$ cat config.mk
export PLATFORM = sky130hd
export DESIGN_NAME = bus_mux_rr_arb_flat
export DESIGN_NICKNAME = d
export VERILOG_FILES = /design/src/rtl/bus_arb_pkg.sv /design/src/rtl/bus_mux_rr_arb_if.sv /design/src/rtl/rr_arbiter.sv /design/src/rtl/bus_mux_rr_arb.sv /design/src/flat_wrapper.sv
export SDC_FILE = /design/constraint.sdc
export NUM_CORES = 1
export LEC_CHECK = 0
export CORE_ASPECT_RATIO = 0.9
export CORE_MARGIN = 2
export CORE_UTILIZATION = 38
export CTS_CLUSTER_SIZE = 10
export DETAILED_ROUTE_END_ITERATION = 10
export GPL_ROUTABILITY_DRIVEN = 0
export PLACE_DENSITY = 0.78
export SETUP_SLACK_MARGIN = 0.3
export SYNTH_ARGS = -nofsm -noshare
export SYNTH_HDL_FRONTEND = slang
export SYNTH_HIERARCHICAL = 1
export SYNTH_SLANG_ARGS = --single-unit
export TNS_END_PERCENT = 5
$ cat constraint.sdc
create_clock -name clk -period 3.3 [get_ports clk]
set_input_delay 0.33 -clock clk [delete_from_list [all_inputs] [get_ports clk]]
set_output_delay 0.33 -clock clk [all_outputs]
set_load 0.005 [all_outputs]
$ cat src/rtl/bus_arb_pkg.sv
// Shared types and helpers for the round-robin bus multiplexer.
// Helpers work on a fixed 16-bit vector; callers cast to their channel count.
package bus_arb_pkg;

    localparam int MAX_CH = 16;
    localparam int IDX_W  = 4;

    typedef enum logic {
        IDLE   = 1'b0,
        LOCKED = 1'b1
    } arb_state_t;

    // First set bit of req searching upward from ptr, wrapping at ch.
    function automatic logic [MAX_CH-1:0] rr_pick(
        input logic [MAX_CH-1:0] req,
        input logic [IDX_W-1:0]  ptr,
        input logic [IDX_W:0]    ch
    );
        logic [MAX_CH-1:0] g;
        int                idx;
        g = '0;
        for (int k = 0; k < MAX_CH; k++) begin
            idx = int'(ptr) + k;
            if (idx >= int'(ch)) idx = idx - int'(ch);
            if ((k < int'(ch)) && (g == '0) && req[idx[IDX_W-1:0]])
                g[idx[IDX_W-1:0]] = 1'b1;
        end
        return g;
    endfunction

    function automatic logic [IDX_W-1:0] onehot_to_idx(input logic [MAX_CH-1:0] oh);
        logic [IDX_W-1:0] idx;
        idx = '0;
        for (int i = 0; i < MAX_CH; i++) begin
            if (oh[i]) idx = idx | IDX_W'(i);
        end
        return idx;
    endfunction

endpackage

$ cat src/rtl/bus_mux_rr_arb_if.sv
// Channel-side and consumer-side signals of the round-robin bus multiplexer.
interface bus_mux_rr_arb_if #(
    parameter int N  = 16,
    parameter int CH = 4
);
    localparam int SW = $clog2(CH);

    logic [CH-1:0]   req_in;
    logic [CH*N-1:0] data_in;
    logic [CH-1:0]   last_in;
    logic            ready_in;
    logic [CH-1:0]   ack_out;
    logic [CH-1:0]   grant_out;
    logic [SW-1:0]   sel_out;
    logic            valid_out;
    logic [N-1:0]    data_out;

    modport master (
        output req_in, data_in, last_in, ready_in,
        input  ack_out, grant_out, sel_out, valid_out, data_out
    );

    modport slave (
        input  req_in, data_in, last_in, ready_in,
        output ack_out, grant_out, sel_out, valid_out, data_out
    );
endinterface

$ cat src/rtl/rr_arbiter.sv
// Combinational rotating-priority arbiter: grants the first requester at or above ptr.
module rr_arbiter
    import bus_arb_pkg::*;
#(
    parameter  int CH = 4,
    localparam int SW = $clog2(CH)
) (
    input  logic [CH-1:0] req,
    input  logic [SW-1:0] ptr,
    output logic [CH-1:0] grant
);

    assign grant = CH'(rr_pick(MAX_CH'(req), IDX_W'(ptr), (IDX_W + 1)'(CH)));

endmodule

$ cat src/rtl/bus_mux_rr_arb.sv
// CH-channel bus selector with round-robin arbitration, burst locking and a
// single registered valid/ready output stage.
module bus_mux_rr_arb
    import bus_arb_pkg::*;
#(
    parameter int N  = 16,
    parameter int CH = 4
) (
    input  logic          clk,
    input  logic          rst_n,
    bus_mux_rr_arb_if.slave bus
);

    localparam int SW = $clog2(CH);

    arb_state_t    state;
    logic [SW-1:0] owner;
    logic [SW-1:0] ptr;
    logic [SW-1:0] sel_q;
    logic          valid_q;
    logic [N-1:0]  data_q;

    logic [CH-1:0] rr_grant;
    logic [CH-1:0] owner_mask;
    logic [CH-1:0] grant;
    logic          load;
    logic [SW-1:0] win_idx;
    logic [SW-1:0] next_ptr;
    logic [N-1:0]  win_data;
    logic          win_last;

    rr_arbiter #(.CH(CH)) u_rr_arbiter (
        .req   (bus.req_in),
        .ptr   (ptr),
        .grant (rr_grant)
    );

    assign owner_mask = CH'(1) << owner;

    // While locked only the burst owner may win; everything is masked during reset.
    always_comb begin
        grant = '0;
        if (rst_n) begin
            if (state == LOCKED) grant = owner_mask & bus.req_in;
            else                 grant = rr_grant;
        end
    end

    assign load     = (|grant) & (~valid_q | bus.ready_in);
    assign win_idx  = SW'(onehot_to_idx(MAX_CH'(grant)));
    assign win_data = bus.data_in[int'(win_idx)*N +: N];
    assign win_last = bus.last_in[win_idx];
    assign next_ptr = (win_idx == SW'(CH - 1)) ? '0 : win_idx + SW'(1);

    always_ff @(posedge clk or negedge rst_n) begin
        if (!rst_n) begin
            state   <= IDLE;
            owner   <= '0;
            ptr     <= '0;
            sel_q   <= '0;
            valid_q <= 1'b0;
            data_q  <= '0;
        end else if (load) begin
            data_q  <= win_data;
            sel_q   <= win_idx;
            valid_q <= 1'b1;
            if (state == IDLE) begin
                if (win_last) begin
                    ptr <= next_ptr;
                end else begin
                    state <= LOCKED;
                    owner <= win_idx;
                end
            end else if (win_last) begin
                state <= IDLE;
                ptr   <= next_ptr;
            end
        end else if (bus.ready_in) begin
            valid_q <= 1'b0;
        end
    end

    assign bus.grant_out = grant;
    assign bus.ack_out   = grant & {CH{load}};
    assign bus.sel_out   = sel_q;
    assign bus.valid_out = valid_q;
    assign bus.data_out  = data_q;

endmodule

$ cat src/flat_wrapper.sv
// flat-port wrapper written by rule: the top's interface ports become plain ports
module bus_mux_rr_arb_flat import bus_arb_pkg::*;
#(
    parameter int N  = 16,
    parameter int CH = 4
)
  (clk, rst_n, bus_req_in, bus_data_in, bus_last_in, bus_ready_in, bus_ack_out, bus_grant_out, bus_sel_out, bus_valid_out, bus_data_out);
  bus_mux_rr_arb_if #(.N(N), .CH(CH)) bus_i ();
  input  logic clk;
  input  logic rst_n;
  input wire logic [$bits(bus_i.req_in)-1:0] bus_req_in;
  input wire logic [$bits(bus_i.data_in)-1:0] bus_data_in;
  input wire logic [$bits(bus_i.last_in)-1:0] bus_last_in;
  input wire logic [$bits(bus_i.ready_in)-1:0] bus_ready_in;
  output wire logic [$bits(bus_i.ack_out)-1:0] bus_ack_out;
  output wire logic [$bits(bus_i.grant_out)-1:0] bus_grant_out;
  output wire logic [$bits(bus_i.sel_out)-1:0] bus_sel_out;
  output wire logic [$bits(bus_i.valid_out)-1:0] bus_valid_out;
  output wire logic [$bits(bus_i.data_out)-1:0] bus_data_out;
  assign bus_i.req_in = bus_req_in;
  assign bus_i.data_in = bus_data_in;
  assign bus_i.last_in = bus_last_in;
  assign bus_i.ready_in = bus_ready_in;
  assign bus_ack_out = bus_i.ack_out;
  assign bus_grant_out = bus_i.grant_out;
  assign bus_sel_out = bus_i.sel_out;
  assign bus_valid_out = bus_i.valid_out;
  assign bus_data_out = bus_i.data_out;
  bus_mux_rr_arb #(.N(N), .CH(CH)) u_core (.clk(clk), .rst_n(rst_n), .bus(bus_i));
endmodule
[Word level (Yosys, flattened, before mapping)]
Cells that the tools add are included.
Operators by class
  equal/unequal tests: 1
  magnitude comparators: 13
  add/subtract/negate cells: 8
  bitwise gates (word level): 10
  shifts and indexed selects: 2
  muxes and demuxes: 35
  reductions and logical operators: 14
Operators by type and width (count)
  $shiftx A64 B7 Y16: 1
  $logic_not A16 Y1: 3
  $mux W16: 3
  $or A16 B16 Y16: 2
  $mux W4: 7
  $lt A4 B5 Y1 const B: 4
  $bmux W1 S4: 4
  $demux W1 S4: 4
  $ge A4 B1 Y1 const B: 4
  $mux W1: 13
  $sub A3 B3 Y4 const B: 3
  $ge A3 B3 Y1 const B: 3
  $and A4 B4 Y4: 2
  $logic_and A1 B1 Y1: 7
  $add A2 B2 Y3 const B: 2
  $mux W2: 3
  $or A4 B4 Y4: 1
  $reduce_or A4 Y1: 1
  $shl A1 B2 Y4 const A: 1
  $sub A2 B3 Y4 const B: 1
  $add A2 B1 Y3 const B: 1
  $ge A2 B3 Y1 const B: 1
  $lt A2 B3 Y1 const B: 1
  $not A1 Y1: 3
  8 further kinds: 8
Storage, ports and cells
  output and inout bits: 27
  register bits: 24
  input port bits: 75
  word-level logic and storage cells: 89

[Depth between registers and ports, before layout]
  depth in word-level cells: 25
  gate-level depth with buffers: 16
  gate-level depth less buffers: 13

[Modules after synthesis]
The synthesis kept the hierarchy.
Modules (own cells, without submodules)
  bus_mux_rr_arb: cells an instance 166, instances 1, area an instance 1640.3 um^2
  rr_arbiter: cells an instance 54, instances 1, area an instance 528.0 um^2

[Least setup slack after synthesis]
OpenSTA, ideal clock, no wires.
  path kind: flip-flop to flip-flop
  from: register u_core.ptr[0]
  to: register u_core.owner[0]
  setup slack: -0.106 ns
  path buffers: 1
  arrival: 3.281 ns
  library setup time: 0.125 ns
  cell stages (with the launch flop): 14
  path through: dfrtp_1 -> inv_1 -> ha_1 -> mux4_2 -> nand4b_2 -> o311a_1 -> o211ai_2 -> o31ai_1 -> nand2b_4 -> and4_4 -> buf_6 -> a221oi_4 -> nand2_2 -> mux2_4
On the way
  elaborated cells between the ends (all ways): 67
  classes of those cells: add/sub (7); order compare (12); mux (31); bitwise (5); reduce/logical (12)
RTL lines
  from (decl): line bus_mux_rr_arb.sv:18  | logic [SW-1:0] ptr;
  from (signal assigned): line bus_mux_rr_arb.sv:69  | ptr <= next_ptr;
  from (signal assigned): line bus_mux_rr_arb.sv:76  | ptr <= next_ptr;
  $sub A2 B3 Y4 / $ge A2 B3 Y1 (equally long branches): line bus_arb_pkg.sv:24  | if (idx >= int'(ch)) idx = idx - int'(ch);
  $mux W4: line bus_arb_pkg.sv:24
  $lt A4 B5 Y1 (implied by the code) / $ge A4 B1 Y1 (equally long branches): line bus_arb_pkg.sv:26  | g[idx[IDX_W-1:0]] = 1'b1;
  $logic_and A1 B1 Y1 (implied by the code): line bus_arb_pkg.sv:26
  $mux W1 (implied by the code): line bus_arb_pkg.sv:26
  $demux W1 S4: line bus_arb_pkg.sv:26
  $mux W16: line bus_arb_pkg.sv:25  | if ((k < int'(ch)) && (g == '0) && req[idx[IDX_W-1:0]])
  $logic_not A16 Y1: line bus_arb_pkg.sv:25
  [8 not listed]
  via u_core.rr_grant[2]: line bus_mux_rr_arb.sv:23  | logic [CH-1:0] rr_grant;
  $mux W4 *: line bus_mux_rr_arb.sv:44  | if (state == LOCKED) grant = owner_mask & bus.req_in;
  $mux W4 *: line bus_mux_rr_arb.sv:43  | if (rst_n) begin
  $mux W2 (2 in a row): line bus_arb_pkg.sv:35  | if (oh[i]) idx = idx | IDX_W'(i);
  $bmux W1 S2: line bus_mux_rr_arb.sv:52  | assign win_last = bus.last_in[win_idx];
  $mux W1 (implied by the code): line bus_mux_rr_arb.sv:52
  $not A1 Y1 (no source line)
  $reduce_and A3 Y1 (no source line) *
  to (signal assigned): line bus_mux_rr_arb.sv:72  | owner <= win_idx;
  to (decl): line bus_mux_rr_arb.sv:17  | logic [SW-1:0] owner;
The timed path passes the listed nets; every way through them passes the cells marked *. The select of a mux whose other input is x is not followed.
A chain may end at the register's enable or synchronous reset.

[Final worst setup path]
  from: register u_core.ptr[0]
  to: register u_core.ptr[1]
On the way
  elaborated cells between the ends (all ways): 69
  classes of those cells: add/sub (8); order compare (12); eq/ne (1); mux (32); bitwise (4); reduce/logical (12)
RTL lines (line)
  $sub A2 B3 Y4 / $ge A2 B3 Y1 (equally long branches): bus_arb_pkg.sv:24
  $mux W4: bus_arb_pkg.sv:24
  $lt A4 B5 Y1 (implied by the code) / $ge A4 B1 Y1 (equally long branches): bus_arb_pkg.sv:26
  $logic_and A1 B1 Y1 (implied by the code): bus_arb_pkg.sv:26
  $mux W1 (implied by the code): bus_arb_pkg.sv:26
  $demux W1 S4: bus_arb_pkg.sv:26
  $mux W16: bus_arb_pkg.sv:25
  $logic_not A16 Y1: bus_arb_pkg.sv:25
  [7 not listed]
  $mux W4 *: bus_arb_pkg.sv:25
  via u_core.rr_grant[3]: bus_mux_rr_arb.sv:23
  $mux W4 *: bus_mux_rr_arb.sv:44
  $mux W4 *: bus_mux_rr_arb.sv:43
  $mux W2: bus_arb_pkg.sv:35
  $bmux W1 S2: bus_mux_rr_arb.sv:52
  $mux W1 (implied by the code): bus_mux_rr_arb.sv:52
  $reduce_and A2 Y1 (no source line)
Marks and branches as above.

==> run summary <==
Bufs and invs on worst path -> 6
drt first pass iters -> 4
clock network power share -> 6.4%
die area -> 6330 sq um
Post-Place Cells -> 421
critical path required time -> 3.45 ns
mean post-synth cell area -> 9.86 sq um
most frequent cells in the layout -> clkdlybuf4s50_1, buf_4, dfrtp_1
sequential power share -> 13.5%
Clock Latency Late Sink -> 0.28 ns
MaxCap Viol Count -> 0
Max Freq -> 295 MHz
nets@finish -> 457
switching power -> 1.89 mW
largest net degree at the start of global routing -> 20
Slowest-stage cell, CP -> mux4_2
Worst Max-Slew Pin Slew -> 0.612 ns
worst endpoint data arrival time -> 3.54 ns
Synth-to-Final Area Change -> 84.5%
Post-Syn Area -> 2170 sq um
CTS root buffer -> clkbuf_8
violated checks -> setup timing
Final TNS setup -> -0.305 ns
Mapped Cells -> 220
run status -> complete, but fails checks
CP most frequent cell -> buf_4
Post-synth EDFFs -> 0
vias -> 2553
Final Hold Fails -> 0
ratio of cells with drive above 1 in the final layout -> 35.1%
DRT iter0 DRCs -> 102
worst path cell trace -> inv_2 -> ha_4 -> mux4_2 -> a21oi_2 -> buf_4 -> o211ai_4 -> buf_4 -> nand4_1 -> nand3b_1 -> nand2b_4 -> buf_4 -> nand3_4 -> o2bb2ai_4 -> buf_6 -> a211oi_4 -> buf_4 -> o41ai_4
family with the most delay on the worst path -> compound AO/OA/AOI/OAI gates
yosys warns -> 6
routed length per instance -> 19.2 um
HP Class -> flop to flop
Synth top area share -> 27.7%
most common cell after layout, fill and taps aside -> clkdlybuf4s50_1
# rows -> 26
Setup crit start kind -> flop
CP Max Fanout -> 6
detailed placer's ending HPWL -> 5730 um
crit share post-route -> 103%
Synth area leaders -> dfrtp_1, mux2i_1, a221oi_1, o22ai_1, ha_1
Initial Util -> 38.8%
Main synth FF type -> dfrtp_1
CORE AREA -> 5600 sq um
number of CTS-inserted buffers -> 3
first-pass GRT wire length -> 12800 um
worst relative slew slack -> 59.2%
post-route setup slack -> -0.0848 ns
total power -> 4.22 mW
fillers -> 404
CTS H-tree depth -> 1
CP max stage delay -> 0.43 ns
antenna viol nets, final -> 0
Synth area leader -> dfrtp_1
CTS tree -> yes
GRT Total Usage -> 25.7%
Overflow after GRT -> 0
Clock Skews -> 0.00811 ns
ys async rst share -> 100%
initial antenna violation count -> 0
CP Capture Type -> flop
distinct cell type count after synthesis -> 66
vias in the first global route -> 2612
internal power -> 2.33 mW
detailed-route wire length -> 8530 um
Power Dens Cells -> 1050 nW/um^2
number of synthesized register bits -> 24
Die X -> 83.6 um
RSZ-0062 raised after global routing -> true
Die Height -> 75.7 um
number of diodes -> 0
Sink Count -> 24
CP Class -> flop to flop
max-slew violation count -> 0
fin cells -> 443
port bufs -> 101
Leak -> 1.78 nW
CTS Hold Bufs -> 0
Max rail drop VDD -> 557 uV
Vias/cell -> 5.76
clock slew at reported path FFs -> 0.09 ns
number of top-level pins -> 102
min cycle time layout -> 3.38 ns
switch share -> 44.8%
logic gate share of total power -> 80.0%
Clock Path Buffers -> 2
Synth Net Count -> 303
sequential area share after synthesis -> 27.7%
DRC -> 0
final setup vio count -> 8
==> path summary, 6_finish.rpt <==
check,slack [ns],endpoint,depth (start not counted),startpoint
min in group asynchronous,0.60,u_core/bus.valid_out,2,rst_n
worst min-delay path,0.50,u_core/bus.sel_out[1],2,u_core/bus.sel_out[1]
worst min register to register,0.50,u_core/bus.sel_out[1],2,u_core/bus.sel_out[1]
worst max-delay path,-0.08,u_core/ptr[1],17,u_core/ptr[0]
worst max register to register,-0.08,u_core/ptr[1],17,u_core/ptr[0]
max in group asynchronous,2.48,u_core/bus.data_out[14],2,rst_n
==> worst register-to-register path: stages, from the launching register on <==
cell	delay (ns)
dfrtp_2	0.42
inv_2	0.07
ha_4	0.27
mux4_2	0.43
a21oi_2	0.19
buf_4	0.16
o211ai_4	0.11
buf_4	0.16
nand4_1	0.10
nand3b_1	0.14
nand2b_4	0.14
buf_4	0.14
nand3_4	0.08
o2bb2ai_4	0.24
buf_6	0.15
a211oi_4	0.05
buf_4	0.15
o41ai_4	0.27
==> cell usage after synthesis (4+ instances only) <==
library cell and n:
a221oi_1 13, dfrtp_1 24, and2_1 4, o22ai_1 17, nand2_1 16, nand2_2 4, ha_1 8, inv_1 7
nand3_1 4, buf_6 6, nor2_1 23, mux2i_1 16
==> metal layers <==
| layer | vias to the layer above | share of wire, % | wire, um | global-route usage [%] |
|---|---|---|---|---|
| met1 | 1271 | 42 | 3560 | 31.6 |
| met5 | - | 0 | 0 | 0 |
| met4 | 0 | 2.5 | 213 | 10.6 |
| met3 | 18 | 4.8 | 413 | 4.66 |
| li1 | 1158 | - | - | - |
| met2 | 106 | 51 | 4340 | 45.7 |
==> area by class of cell <==
cell class | count | area, sq um | area share, %
multi-input cells | 176 | 1710 | 42.8
repair buffers | 162 | 1500 | 37.5
flip-flops and latches | 24 | 603 | 15.1
well taps | 70 | 87.6 | 2.19
clock buffers | 3 | 41.3 | 1.03
clock inverters | 1 | 30.0 | 0.751
inverters | 7 | 26.3 | 0.657
==> through the flow <==
stage | hold WS (ns) | cell area (sq um) | setup slack [ns] | util [%]
2_1_floorplan | 0.0344 | 2210 | 0.159 | -
3_3_place_gp | 0.479 | 3560 | -0.251 | 63.6
3_5_place_dp | 0.477 | 3560 | -0.337 | 63.6
4_1_cts | 0.499 | 3960 | 0.0373 | 70.7
5_1_grt | 0.531 | 4000 | -0.185 | 71.5
6_report | 0.503 | 4000 | -0.0848 | 71.5
==> what timing repair did <==
item                                   CTS  global route
resized for setup                       53            19
endpoints found under the hold margin    0             0
setup buffers                           16             2
setup endpoints to repair               32            32
pin swaps                               21             7
==> logic make-up (layout without fill, tap and decap cells) <==
logic type,after synthesis,count (layout),share of synthesized area (%)
multiplexers,21,21,12.6
XOR/XNOR,1,1,0.404
flip-flops,24,24,27.7
AO/OA/AOI/OAI,68,68,28.2
AND/OR/NAND/NOR,78,78,20.7
buffers and inverters,20,173,5.77
adder cells (fa/ha/maj),8,8,4.62
==> sequential cells by signal, indices dropped and copies added (netlist names) <==
name and cells:
u_core/bus.data_out 16, u_core/ptr 2, u_core/bus.sel_out 2, u_core/owner 2, u_core/bus.valid_out 1, u_core/state 1
==> power by group through the flow <==
stage,clock network (mW),logic [mW],registers (mW)
6_report,0.272,3.38,0.571
5_1_grt,0.283,3.56,0.589
4_1_cts,0.274,3.16,0.564
3_5_place_dp,0,2.67,0.570
3_3_place_gp,0,2.60,0.564
2_1_floorplan,0,1.57,0.567
No activity file was read; power rests on OpenSTA's default activity.
==> RTL edit 1 (config.mk and constraints unchanged) <==
Reset style: synchronous (`rst_n`), changed in one clocked block.
--- a/src/rtl/bus_mux_rr_arb.sv
+++ b/src/rtl/bus_mux_rr_arb.sv
@@ -52,7 +52,7 @@
     assign win_last = bus.last_in[win_idx];
     assign next_ptr = (win_idx == SW'(CH - 1)) ? '0 : win_idx + SW'(1);
 
-    always_ff @(posedge clk or negedge rst_n) begin
+    always_ff @(posedge clk) begin
         if (!rst_n) begin
             state   <= IDLE;
             owner   <= '0;
Check against the original RTL: differs if rst_n is asserted again (counterexample within 4 cycles, from zero or initial values and one cycle with rst_n low); with rst_n held inactive, the same outputs for 4 cycles.
==> RTL edit 1 against the unedited design <==
The run still ends with setup timing left; clock skew decreased by 0.0052 ns; setup slack improved by 0.019 ns; critical endpoint is now u_core/owner[0]$_SDFFE_PN0P_; cell area decreased by 0.69%; largest power group unchanged; routed wire length decreased by 9.9%; synthesized area increased by 0.69%; total power decreased by 36%; maximum frequency increased by 0.56%; sequential cell count unchanged; cell count increased by 2.0%.
==> RTL edit 1: results (changes against the unedited design) <==
Final layout
  – Max reg flops: 16 (unchanged)
  – N_diodes: 0 (unchanged)
  – Nets: 466 (+2.0%)
  – Fillers: 430 (+6.4%)
  – Share of layout cells above drive strength 1: 34.3% (-0.83 points)

Min path
  – Worst Hold Endpoint: u_core/bus.sel_out[0]$_SDFFE_PN0P_
  – HP Start: u_core/bus.sel_out[0]$_SDFFE_PN0P_
  – Hold path depth: 2 (unchanged)

CTS
  – Hold-fix buffer count after cts: 0 (unchanged)
  – TritonCTS buffer count: 3 (unchanged)
  – Clock buffer depth: 2 (unchanged)
  – CTS Root Cell: clkbuf_8

Critical path
  – Worst R2R End: u_core/owner[0]$_SDFFE_PN0P_
  – CP max FO: 6 (unchanged)
  – Slowest cell delay on critical path: 0.58 ns (+0.15 ns)
  – Crit Reg-Reg Startpoint: u_core/ptr[0]$_SDFFE_PN0P_
  – R2r worst-path depth: 16 (-1)

Global route
  – Gr usage total: 24.3% (-1.4 points)
  – Met1 Use GR: 29.7% (-1.9 points)
  – Vias in the first global route: 2711 (+3.8%)
  – Largest net degree at the start of global routing: 34 (+70%)
  – Met3 usage: 4.47% (-0.19 points)
  – Grt met2 use: 43.0% (-2.6 points)
  – First-pass GRT wire length: 12900 um (+0.97%)

Synthesis
  – Synth cell types: 67 (+1.5%)
  – Most used DFF post-synth: dfxtp_1
  – Post-synth top cells: dfxtp_1 (24), a21oi_1 (17), o21ai_0 (17)
  – Share of flip-flops with an asynchronous set or reset: 0% (-100 points)
  – Yosys top cell by area: dfxtp_1
  – Syn nets: 314 (+3.6%)
  – Top cells by area, synth: dfxtp_1 (22%), mux2_4 (10%), a222oi_1 (7.3%)
  – Seq/Total Area, Yosys: 22.0% (-5.7 points)
  – Total number of yosys warnings: 6 (unchanged)

Power and ir drop
  – Pleak: 1.66 nW (-6.5%)
  – VDD IR max: 0.000399 V (-28%)

Run status
  – Status: finished with violations
  – Failing checks: setup timing

Drt
  – Vias per cell: 5.75 (-0.26%)
  – Avg WL per Cell: 17.0 um (-12%)
  – DRT iter0 DRCs: 157 (+54%)
  – 1st-pass router iterations: 5 (+1)

Timing
  – Setup violations, final: 15 (+7)
  – Clock Skews: 0.00295 ns (-0.00516 ns)
  – Fin worst setup slack: -0.0660 ns (+0.0188 ns)
  – Rel. slew slack: 53.5% (-5.7 points)

Place
  – Place WS: -0.605 ns (-0.267 ns)
  – Dpl hpwl: 5500 um (-4.0%)
==> RTL edit 1: cell count changes after synthesis, moves of 14 or more <==
cell      change
mux2_4       +14
dfrtp_1      -24
mux2i_1      -15
a222oi_1     +16
dfxtp_1      +24
o22ai_1      -17
o21ai_0      +14
a21oi_1      +14
==> RTL edit 1: worst max-delay path by stage <==
stage	from	to	slack, ns	cells after the start
2_1_floorplan	u_core/ptr[0]$_SDFFE_PN0P_	u_core/bus.data_out[6]$_SDFFE_PN0P_	0.29	13
3_3_place_gp	bus_req_in[3]	u_core/bus.data_out[10]$_SDFFE_PN0P_	-0.44	12
3_5_place_dp	bus_req_in[3]	u_core/bus.data_out[5]$_SDFFE_PN0P_	-0.60	12
4_1_cts	u_core/ptr[0]$_SDFFE_PN0P_	bus_ack_out[0]	0.009	15
5_1_grt	u_core/ptr[0]$_SDFFE_PN0P_	u_core/ptr[0]$_SDFFE_PN0P_	-0.25	15
6_report	u_core/ptr[0]$_SDFFE_PN0P_	u_core/owner[0]$_SDFFE_PN0P_	-0.07	16
==> RTL edit 1: layout make-up <==
cell class	instances	area, um2	area share [%]
well taps	70	87.6	2.20
multi-input cells	182	1730	43.5
repair buffers	161	1560	39.2
flip-flops and latches	24	485	12.2
clock buffers	3	41.3	1.04
clock inverters	1	30.0	0.756
inverters	11	41.3	1.04
==> RTL edit 1: logic make-up (layout without fill, tap and decap cells) <==
family / after synthesis / after routing / share of synthesized area, %
adder cells (fa/ha/maj): 8 / 8 / 4.58
XOR/XNOR: 1 / 1 / 0.401
AO/OA/AOI/OAI: 90 / 90 / 34.0
multiplexers: 21 / 21 / 15.8
flip-flops: 24 / 24 / 22.0
AND/OR/NAND/NOR: 62 / 62 / 17.1
buffers and inverters: 25 / 176 / 6.13
==> RTL edit 1: metrics by stage <==
stage	instances	hold slack, ns	TNS, ns	power (mW)	instance area [um2]
6_report	452	0.519	-0.462	2.68	3970
5_1_grt	452	0.548	-5.38	2.85	3970
4_1_cts	452	0.517	0	2.63	3960
3_5_place_dp	426	0.503	-13.89	2.09	3560
3_3_place_gp	426	0.482	-10.52	2.06	3560
2_1_floorplan	231	0.494	0	1.38	2220
==> RTL edit 1: what timing repair did <==
action,CTS,global route
setup buffers,22,0
gates resized for setup,55,13
setup endpoints to repair,31,32
pin swaps,23,7
==> RTL edit 1: report_power, final <==
part | internal, mW | switching [mW] | total, mW | leakage [nW]
registers | 0.393 | 0.104 | 0.497 | 0.199
logic | 1.06 | 0.865 | 1.93 | 1.43
clock network | 0.162 | 0.0974 | 0.259 | 0.0357
==> RTL edit 1: per-layer routing <==
layer / wire, um / vias up
met5: 0 / -
met4: 170 / 0
met3: 571 / 14
met2: 3840 / 128
met1: 3100 / 1238
li1: - / 1218
==> RTL edit 2 (same settings) <==
Without the edit above. `N` is set to 16 in 3 places; all go to 17.
--- a/src/rtl/bus_mux_rr_arb_if.sv
+++ b/src/rtl/bus_mux_rr_arb_if.sv
@@ -1,6 +1,6 @@
 // Channel-side and consumer-side signals of the round-robin bus multiplexer.
 interface bus_mux_rr_arb_if #(
-    parameter int N  = 16,
+    parameter int N  = 17,
     parameter int CH = 4
 );
     localparam int SW = $clog2(CH);
--- a/src/rtl/bus_mux_rr_arb.sv
+++ b/src/rtl/bus_mux_rr_arb.sv
@@ -3,7 +3,7 @@
 module bus_mux_rr_arb
     import bus_arb_pkg::*;
 #(
-    parameter int N  = 16,
+    parameter int N  = 17,
     parameter int CH = 4
 ) (
     input  logic          clk,
--- a/src/flat_wrapper.sv
+++ b/src/flat_wrapper.sv
@@ -1,7 +1,7 @@
 // flat-port wrapper written by rule: the top's interface ports become plain ports
 module bus_mux_rr_arb_flat import bus_arb_pkg::*;
 #(
-    parameter int N  = 16,
+    parameter int N  = 17,
     parameter int CH = 4
 )
   (clk, rst_n, bus_req_in, bus_data_in, bus_last_in, bus_ready_in, bus_ack_out, bus_grant_out, bus_sel_out, bus_valid_out, bus_data_out);
Ports: changed (resized bus_data_in and bus_data_out); port bits go from 102 to 107. No check against the original RTL was run, so the function may have changed too.
==> RTL edit 2 against the unedited design <==
The run still ends with setup timing left; sequential cell count is 1 higher; die area is 3.4% higher; cell area is 0.72% lower; total power is 4.8% lower; routed wire length is 1.5% higher; register-to-register slack better by 0.03 ns; synthesized area is 3.6% higher; count of clock-buffer cells in the layout stayed put; largest cell class unchanged; first-iteration DRC count is 87% higher; setup slack better by 0.0016 ns.
==> RTL edit 2: results (changes against the unedited design) <==
CTS
  – CTS Root Cell: clkbuf_8
  – H-tree Lvls: 1 (unchanged)
  – TritonCTS buffer count: 3 (unchanged)
  – Clk slew on worst S/H paths: 0.09 ns (about the same)
  – Clock buffer depth: 2 (unchanged)
  – Clk_lat worst skew: 0.27 ns

Synthesis
  – Post-Synth XOR/XNOR Area: 0.390% (-0.014 points)
  – Post-synth top cells: dfrtp_1 (25), nor2_1 (24), o22ai_1 (18)
  – Synth Area in Adders: 4.46% (-0.16 points)
  – Top cells by area, synth: dfrtp_1 (28%), mux2i_1 (7.6%), a221oi_1 (5.5%)
  – Mux contribution to synthesized area: 12.6% (about the same)
  – Average cell area after synthesis: 9.89 um2 (+0.38%)
  – Share of flip-flops with an asynchronous set or reset: 100% (unchanged)
  – EDFF count, synth: 0 (unchanged)
  – Compound-Gate Fraction of Synth Area: 28.2% (about the same)
  – Most instantiated library cell after synthesis: dfrtp_1
  – Syn nets: 314 (+3.6%)
  – Seq/Total Area, Yosys: 27.9% (+0.16 points)
  – Total number of yosys warnings: 6 (unchanged)
  – Synth cell types: 66 (unchanged)

Timing
  – Rel. slew slack: 63.3% (+4.1 points)
  – Setup violations, final: 16 (+8)
  – Clock Skews: 0.00291 ns (-0.00520 ns)
  – Fin worst setup slack: -0.0832 ns (+0.00160 ns)

Global route
  – First-pass GRT wire length: 13600 um (+6.5%)
  – Largest net degree at the start of global routing: 37 (+85%)
  – Vias in the first global route: 2620 (+0.31%)
  – Initial antenna violation count: 0 (unchanged)
  – Gr usage total: 26.0% (+0.28 points)

Min path
  – Hold WC Path Type: flop to flop

Drt
  – Routed WL: 8650 um (+1.5%)
  – Vias per cell: 5.78 (+0.32%)
  – DRT iter0 DRCs: 191 (+87%)
  – 1st-pass router iterations: 4 (unchanged)
  – Avg WL per Cell: 19.9 um (+3.4%)

Run status
  – Status: finished with violations
  – Failing checks: setup timing

Critical path
  – CP max FO: 6 (unchanged)
  – CP arrival: 3.05 ns (-0.49 ns)
  – Reg2reg setup slack: -0.05 ns (+0.03 ns)

Place
  – DP Area: 0.00362 mm2 (+1.7%)
  – Place WS: -0.373 ns (-0.0360 ns)
  – # port buffers: 106 (+5.0%)
  – Dpl hpwl: 6140 um (+7.1%)
  – Dpl cells: 423 (+0.48%)

Final layout
  – Max reg flops: 17 (+1)
  – Fillers: 403 (-0.25%)
  – Nets: 453 (-0.88%)
  – N_diodes: 0 (unchanged)
  – Share of layout cells above drive strength 1: 32.6% (-2.5 points)

Power and ir drop
  – VDD IR max: 0.000608 V (+9.2%)
  – Pleak: 1.77 nW (-0.40%)
  – NetSw: 1.86 mW (-1.5%)
RTL edit 2: worst max-delay path, stage by stage:
cell and delay [ns]:
clkdlybuf4s50_1 0.46, mux4_2 0.58, buf_4 0.20, a21oi_4 0.13, buf_4 0.16, o211ai_4 0.10
o211ai_4 0.25, o31ai_2 0.11, and2b_2 0.24, a31oi_4 0.17, and2b_1 0.20, buf_2 0.12
RTL edit 2: cells by family after synthesis:
family / count (synthesis)
fa+ha+maj: 8
simple gates: 79
buf+inv: 22
xor+xnor: 1
compound gates: 70
flops: 25
mux: 22
RTL edit 2: path summary, 6_finish.rpt:
| check | startpoint | endpoint | depth (start not counted) |
|---|---|---|---|
| setup / recovery | bus_req_in[2] | bus_grant_out[0] | 12 |
| max in group asynchronous | rst_n | u_core/ptr[1]$_DFFE_PN0P_ | 2 |
| setup reg to reg | u_core/ptr[1]$_DFFE_PN0P_ | u_core/bus.data_out[6]$_DFFE_PN0P_ | 16 |
| hold reg to reg | u_core/bus.sel_out[0]$_DFFE_PN0P_ | u_core/bus.sel_out[0]$_DFFE_PN0P_ | 2 |
| min in group asynchronous | rst_n | u_core/bus.data_out[8]$_DFFE_PN0P_ | 2 |
| hold / removal | u_core/bus.sel_out[0]$_DFFE_PN0P_ | u_core/bus.sel_out[0]$_DFFE_PN0P_ | 2 |
RTL edit 2: layout make-up:
cell class	count	area, um2	area share, %
Timing Repair Buffer	149	1420	35.6
Clock buffer	3	41.3	1.04
Multi-Input combinational cell	180	1770	44.5
Sequential cell	25	628	15.8
Tap cell	70	87.6	2.21
Inverter	7	26.3	0.662
Clock inverter	1	5.00	0.126
RTL edit 2: per-layer routing:
| layer | routed length, um | track usage [%] | part of all wire [%] |
|---|---|---|---|
| met1 | 3400 | 32.2 | 39 |
| met2 | 4490 | 45.7 | 52 |
| met3 | 518 | 4.41 | 6.0 |
| met4 | 243 | 7.94 | 2.8 |
| met5 | 0 | 0 | 0 |
RTL edit 2: repair_timing:
| item | CTS | global route |
|---|---|---|
| hold buffers | 0 | 0 |
| resized for setup | 55 | 11 |
| pin swaps | 14 | 8 |
| gates cloned | 0 | 0 |
| setup endpoints to repair | 33 | 33 |
| setup buffers | 6 | 2 |
RTL edit 2: per-stage QoR:
step           setup TNS (ns)  util, %  hold WS (ns)
2_1_floorplan               0        -        0.0344
3_3_place_gp            -3.72     63.5         0.469
3_5_place_dp            -8.20     63.5         0.481
4_1_cts               -0.0586     68.7         0.504
5_1_grt                 -2.52     69.8         0.544
6_report               -0.500     69.8         0.499
RTL edit 2: power by group through the flow:
stage	Combinational, mW	Sequential [mW]	Clock (mW)
6_report	3.23	0.599	0.185
5_1_grt	3.41	0.620	0.202
4_1_cts	3.05	0.595	0.193
3_5_place_dp	2.68	0.598	0
3_3_place_gp	2.62	0.590	0
2_1_floorplan	1.64	0.590	0
